--- config.mk ---
export PLATFORM = sky130hd
export DESIGN_NAME = mult_mant
export DESIGN_NICKNAME = d
export VERILOG_FILES = /design/src/rtl/fp_mult_pkg.sv /design/src/rtl/mult_mant.sv
export SDC_FILE = /design/constraint.sdc
export NUM_CORES = 1
export LEC_CHECK = 0
export ABC_AREA = 0
export ABC_CLOCK_PERIOD_IN_PS = 6900
export CORE_MARGIN = 2
export CORE_UTILIZATION = 30
export CTS_BUF_LIST = sky130_fd_sc_hd__clkbuf_16
export DETAILED_ROUTE_END_ITERATION = 12
export PLACE_DENSITY = 0.48
export SYNTH_ARGS = -nofsm -noshare
export SYNTH_HDL_FRONTEND = slang
export SYNTH_SLANG_ARGS = --single-unit
export TNS_END_PERCENT = 1
--- constraint.sdc ---
create_clock -name clk -period 6.9 [get_ports clk]
set_input_delay 0.69 -clock clk [delete_from_list [all_inputs] [get_ports clk]]
set_output_delay 0.69 -clock clk [all_outputs]
set_load 0.02 [all_outputs]
--- src/rtl/fp_mult_pkg.sv ---
// Shared definitions for the significand multiplier.
//   MANT_W : significand width including the hidden bit
//   PROD_W : raw product width
//   FRAC_W : stored fraction width (hidden bit dropped)
//   state_t: sequencer states of the shift-add multiplier
package fp_mult_pkg;

  localparam int MANT_W = 24;
  localparam int PROD_W = 2 * MANT_W;
  localparam int FRAC_W = MANT_W - 1;

  typedef enum logic [1:0] {
    IDLE = 2'd0,
    RUN  = 2'd1,
    DONE = 2'd2
  } state_t;

endpackage

--- src/rtl/mult_mant.sv ---
// Sequential shift-add significand multiplier with normalization taps.
// Ports:
//   clk, rst          : clock, asynchronous active-high reset
//   start             : request a multiply (taken in IDLE or DONE)
//   aMant, bMant      : multiplicand / multiplier, hidden bit at MSB
//   busy              : operation in progress (RUN)
//   done              : one-cycle pulse, results valid from this cycle
//   product           : raw unsigned 2*MANT_W-bit product
//   normCarry         : product MSB, feeds the exponent adder carry-in
//   fracOut           : normalized fraction without hidden bit
//   guard, sticky     : rounding bits below fracOut
module mult_mant
  import fp_mult_pkg::*;
#(
  parameter int MANT_W = fp_mult_pkg::MANT_W
) (
  input  logic                  clk,
  input  logic                  rst,
  input  logic                  start,
  input  logic [MANT_W-1:0]     aMant,
  input  logic [MANT_W-1:0]     bMant,
  output logic                  busy,
  output logic                  done,
  output logic [2*MANT_W-1:0]   product,
  output logic                  normCarry,
  output logic [MANT_W-2:0]     fracOut,
  output logic                  guard,
  output logic                  sticky
);

  localparam int P     = 2 * MANT_W;
  localparam int CNT_W = $clog2(MANT_W + 1);
  localparam logic [CNT_W-1:0] CNT_LAST = CNT_W'(MANT_W);

  state_t            state, state_nxt;
  logic              accept, finish;
  logic [MANT_W-1:0] mcand, mplier;
  logic [P-1:0]      acc;
  logic [CNT_W-1:0]  cnt;
  logic [MANT_W:0]   sum;

  logic              nc_c, guard_c, sticky_c;
  logic [MANT_W-2:0] frac_c;

  // Sequencer
  always_ff @(posedge clk or posedge rst) begin
    if (rst) state <= IDLE;
    else     state <= state_nxt;
  end

  // RUN holds MANT_W shift-add steps (cnt 0..MANT_W-1) plus one final cycle
  // at cnt==MANT_W that hands the finished accumulator to the result regs.
  always_comb begin
    state_nxt = state;
    busy      = 1'b0;
    done      = 1'b0;
    accept    = 1'b0;
    finish    = 1'b0;
    case (state)
      IDLE: begin
        if (start) begin
          accept    = 1'b1;
          state_nxt = RUN;
        end
      end
      RUN: begin
        busy = 1'b1;
        if (cnt == CNT_LAST) begin
          finish    = 1'b1;
          state_nxt = DONE;
        end
      end
      DONE: begin
        done = 1'b1;
        if (start) begin
          accept    = 1'b1;
          state_nxt = RUN;
        end else begin
          state_nxt = IDLE;
        end
      end
      default: state_nxt = IDLE;
    endcase
  end

  // Upper half plus the selected multiplicand, carry kept in bit MANT_W
  assign sum = {1'b0, acc[P-1:MANT_W]} + (mplier[0] ? {1'b0, mcand} : '0);

  // Datapath: operands latched on acceptance, so input changes mid-run
  // have no effect.
  always_ff @(posedge clk or posedge rst) begin
    if (rst) begin
      mcand  <= '0;
      mplier <= '0;
      acc    <= '0;
      cnt    <= '0;
    end else if (accept) begin
      mcand  <= aMant;
      mplier <= bMant;
      acc    <= '0;
      cnt    <= '0;
    end else if (state == RUN && !finish) begin
      acc    <= {sum, acc[MANT_W-1:1]};
      mplier <= mplier >> 1;
      cnt    <= cnt + 1'b1;
    end
  end

  // Normalization taps on the finished accumulator
  always_comb begin
    nc_c = acc[P-1];
    if (nc_c) begin
      frac_c   = acc[P-2:MANT_W];
      guard_c  = acc[MANT_W-1];
      sticky_c = |acc[MANT_W-2:0];
    end else begin
      frac_c   = acc[P-3:MANT_W-1];
      guard_c  = acc[MANT_W-2];
      sticky_c = |acc[MANT_W-3:0];
    end
  end

  // Results load only on RUN->DONE and hold until the next completion
  always_ff @(posedge clk or posedge rst) begin
    if (rst) begin
      product   <= '0;
      normCarry <= 1'b0;
      fracOut   <= '0;
      guard     <= 1'b0;
      sticky    <= 1'b0;
    end else if (finish) begin
      product   <= acc;
      normCarry <= nc_c;
      fracOut   <= frac_c;
      guard     <= guard_c;
      sticky    <= sticky_c;
    end
  end

endmodule

# Word level (Yosys, flattened, before mapping)
# Index checks and enable logic that the tools add are counted.
[word_totals]
reg_bits = 177
output_inout_bits = 76
inputBits = 51
word_cells = 45
[classes]
n_reduce_logical = 8
addsub = 2
muxes = 20
n_eq_ne = 5
[ops]
columns = ["cell", "n"]
rows = [
  ["$mux 48", 2],
  ["$mux 24", 3],
  ["$add 24x24->25", 1],
  ["$mux 23", 1],
  ["$reduce_or 23->1", 1],
  ["$reduce_or 22->1", 1],
  ["$mux 5", 2],
  ["$mux 1", 9],
  ["$pmux 2 s3", 1],
  ["$add 5x1->5 const B", 1],
  ["$eq 5x5->1 const B", 1],
  ["$mux 2", 2],
  ["$ne 2x2->1 const B", 2],
  ["$eq 2x1->1 const B", 1],
  ["$eq 2x2->1 const B", 1],
  ["$logic_not 2->1", 1],
  ["$reduce_and 2->1", 1],
  ["$reduce_bool 2->1", 1],
  ["$reduce_or 2->1", 1],
  ["$logic_and 1x1->1", 1],
  ["$logic_not 1->1", 1],
]

# Depth between registers and ports, before layout
[depth]
depth_word = 7
depth_mapped = 11
mapped_depth_nobuf = 10

# Worst setup path before layout
# No wires, ideal clock.
[synth_path]
path_kind = "register -> register"
startpoint = "register mplier[0]"
endpoint = "register acc[43]"
setup_ns = 0.095
required_ns = 6.805
path_buffers = 0
stages_incl_launch_ff = 11
period_less_slack_ns = 2.749
path_slack_ns = 4.151
t_arrival_ns = 2.654
cell_sequence = "dfrtp_1 > and2_1 > ha_1 > fa_1 > a211oi_2 > o21bai_2 > a211oi_4 > o221ai_2 > o311a_1 > o21a_1 > o31ai_1"
[synth_via]
elab_chain_len = 4
[synth_rtl]
columns = ["element", "line", "text"]
rows = [
  ["start, declared", "mult_mant.sv:37", "logic [MANT_W-1:0] mcand, mplier;"],
  ["start signal, assigned", "mult_mant.sv:99", "mplier <= bMant;"],
  ["start signal, assigned", "mult_mant.sv:104", "mplier <= mplier >> 1;"],
  ["$mux 24", "mult_mant.sv:87", "assign sum = {1'b0, acc[P-1:MANT_W]} + (mplier[0] ? {1'b0, mcand} : '0);"],
  ["$add 24x24->25", "mult_mant.sv:87", ""],
  ["$mux 48", "mult_mant.sv:102", "end else if (state == RUN && !finish) begin"],
  ["$mux 48", "mult_mant.sv:97", "end else if (accept) begin"],
  ["end signal, assigned", "mult_mant.sv:103", "acc <= {sum, acc[MANT_W-1:1]};"],
  ["end, declared", "mult_mant.sv:38", "logic [P-1:0] acc;"],
]
# No other way between the ends. The select of a mux whose other input is x is not followed.
# A chain may end at the register's enable or synchronous reset.

# Worst setup path in the final report
# Ends and elaborated chain as after synthesis.

==> results_dict.tcl <==
set metrics [dict create \
    die_h_um 171 \
    area_growth_syn_to_layout_pct 26.2 \
    place_inst 1316 \
    final_nets 1035 \
    setup_slack_ns 3.43 \
    finClkSkew_ns 0.0182 \
    worstSetupStartpoint "mplier[0]" \
    grt_pass1_wl_um 33700 \
    worstReg2RegStart "mplier[0]" \
    path_class "flip-flop to flip-flop" \
    layout.cells.non_filler 1348 \
    antenna_found_initial 0 \
    ys_types 43 \
    vdd_ir_drop_max_v 0.000186 \
    grt_setup_unrepaired "no" \
    grt-ovfl-total 0 \
    numCtsBuffers 17 \
    synth_fa_ha_area_share_pct 4.12 \
    final_hold_viol_count 0 \
    ant_nets 0 \
    detail_route.drc_violations 0 \
    worst_hold_slack_ns 0.469 \
    maxCapViolCount 0 \
    synth.ff_latch_count 176 \
    detailed_place_hpwl_um 13100 \
    cts_clk_pin_slew_worst_paths_ns 0.07 \
    ranking_of_synthesized_cells_by_instance_count "sky130_fd_sc_hd__nand2_1 (191), sky130_fd_sc_hd__dfrtp_1 (176), sky130_fd_sc_hd__nand3_1 (57), sky130_fd_sc_hd__nor2_1 (57), sky130_fd_sc_hd__mux2_2 (48)" \
    status "finished, final reports clean" \
    ys.warnings.count 0 \
    first_iter_violations 335 \
    synth.most_common_cell "sky130_fd_sc_hd__nand2_1" \
    setup-violations-final 0 \
    worstMarginPinSlew_ns 1.08 \
    crit_start_category "flip-flop" \
    post_synth_mux_area_share_pct 9.31 \
    max_freq_ghz 0.288 \
    synth_edf_count 0 \
    slowest_delay_ns 0.68 \
    dr_total_vias 6326 \
    powerDensity_mw_per_mm2 495 \
    grt_start_max_net_pins 102 \
    start_util_pct 30.3 \
    postCtsSetupRepairBufs 0 \
    synthesis.nets 936 \
    timing.critical_path.slowest_stage_cell "sky130_fd_sc_hd__dfrtp_1" \
    async_reset_ff_share_pct 100 \
    die_area_mm2 0.0293 \
    portBuffers 126 \
    first_global_vias 6251 \
    track_usage_pct 14.6 \
    crit_chain "and2_1, ha_1, fa_1, a211oi_2, o21bai_2, a211oi_4, o221ai_2, o311a_1, o21a_1, o31ai_1" \
    placementRows 61 \
    clk_path_buf_depth 2 \
    fin_crit_sh_pct 50.2 \
    footprint_of_the_flip_flops_and_latches_mm2 0.00440 \
    area_share_of_and_or_nand_nor_cells_after_synthesis_pct 18.4 \
    floorplan.core_area_mm2 0.0276 \
    holdBufCountCts 0 \
    worstSkewPairLatency_ns 0.44 \
    syn_inst 858 \
    detail_route.vias_per_cell 4.69 \
    drtPass1Iterations 4 \
    crit_path_arrival_time_ns 3.80 \
    ys_top_cells_by_area "sky130_fd_sc_hd__dfrtp_1 (53%), sky130_fd_sc_hd__nand2_1 (8.6%), sky130_fd_sc_hd__mux2_2 (6.4%), sky130_fd_sc_hd__ha_1 (3.9%), sky130_fd_sc_hd__nand3_1 (3.4%)" \
    power_leakage_nw 4.76 \
    worstSetupEndpointType "flip-flop" \
    synth-compound-area-share_pct 10.5 \
    maxSlewHeadroom_pct 27.7 \
    synth_top_area_cell "sky130_fd_sc_hd__dfrtp_1" \
    syn_area_per_cell_um2 9.77 \
    synth_ff_type "sky130_fd_sc_hd__dfrtp_1" \
    min_period_ns 3.47 \
    tritoncts_clock_tree "yes" \
    final_weighted_congestion_in_routability_driven_placement 0.810 \
    synth_top_cell_area_share_pct 52.5 \
    multi_input_area_mm2 0.00377 \
    drt-wirelength-per-cell_um 15.2 \
    hold_path_class "flip-flop to flip-flop" \
    synth.cell_area_mm2 0.00838 \
    detail_route.wirelength_um 20500 \
    die_w_um 171 \
    cts_sinks 176 \
    seq_area_frac_synth_pct 52.5 \
    cts.root.buffer_cell "sky130_fd_sc_hd__clkbuf_16" \
    tns_ns 0 \
    clock_tree.htree_level_count 4 \
    ioPinCount 127 \
    drv_slew 0 \
    antenna_cells 0 \
    final_layout_fill_cell_count 2819 \
    hp-start "mcand[0]" \
    largest_family_of_logic_cells_by_synthesized_area "simple AND/OR/NAND/NOR gates" \
    worstPathMaxFanout 25 \
    timing.critical_path.required_ns 7.24 \
    finish.utilization_pct 38.3 \
    preCtsSetupSlack_ns 3.43 \
    synth_xor_xnor_area_share_pct 2.40 \
    drive_above_1_share_pct 10.2 \
    post_cts_resized 0 \
]
==> power by group <==
group / leakage (nW) / total [mW] / internal (mW) / switching, mW
sequential: 2.23 / 1.90 / 1.51 / 0.391
combinational: 2.25 / 2.36 / 1.06 / 1.30
clock: 0.284 / 0.974 / 0.486 / 0.488
total: 4.76 / 5.24 / 3.06 / 2.18
==> through the flow <==
stage,area (um2),total power [mW]
finish,10600,5.24
global route,10600,5.69
CTS,10600,5.32
detailed placement,9990,4.32
global placement,9990,4.29
floorplan,8380,3.46
==> flip-flops by register name, summed over array words and instances, names as in the netlist <==
name	cells
acc	48
product	48
mcand	24
mplier	24
fracOut	23
cnt	5
state	2
guard	1
sticky	1
==> metal layers <==
metal  track usage, %  wire, um
met5                0         0
met4             3.50       179
met3             3.54       859
met2             23.1      9360
met1             20.2     10100
==> critical path, delay by kind of cell, from the launching register on <==
family	cells	cell delay (ns)
flip-flops	1	0.68
AND/OR/NAND/NOR	1	0.29
AO/OA/AOI/OAI	7	1.76
adder cells (fa/ha/maj)	2	0.64
==> path summary, 6_finish.rpt <==
| path | slack, ns | cells after the start | endpoint |
|---|---|---|---|
| setup / recovery | 3.43 | 10 | acc[43] |
| hold / removal | 0.47 | 2 | mcand[0] |
| setup reg to reg | 3.43 | 10 | acc[43] |
| hold reg to reg | 0.47 | 2 | mcand[0] |
| max in group asynchronous | 4.53 | 3 | product[42] |
| min in group asynchronous | 0.83 | 2 | product[27] |
==> cell type report <==
type / instances / area share (%)
Sequential cell: 176 / 41.6
Timing Repair Buffer: 133 / 12.4
Clock buffer: 17 / 4.02
Clock inverter: 15 / 1.51
Multi-Input combinational cell: 622 / 35.6
Inverter: 7 / 0.296
Tap cell: 378 / 4.47
==> kinds of logic (layout without fill, tap and decap cells) <==
logic type	Yosys count	in the layout
mux	72	72
buf+inv	60	172
xor+xnor	23	23
fa+ha+maj	27	27
simple gates	356	356
flops	176	176
compound gates	144	144
==> cell usage in the layout, fill, tap and decap left out, drive strengths merged, types with 5 or more instances in the layout <==
master         Yosys  final
clkdlybuf4s50      0    126
a21o              12     12
mux2              48     48
mux2i             24     24
nor2              57     57
a21oi             44     44
o21a               5      5
a31oi             29     29
xor2              12     12
nand4              5      5
o31ai              6      6
inv                7     16
nand2            191    191
clkinv             0      5
ha                26     26
o21ai             37     37
buf               12      7
and2              26     26
clkbuf            41     17
nand3             57     57
xnor2             11     11
dfrtp            176    176
Note: power is estimated with default switching activity, not from simulation.
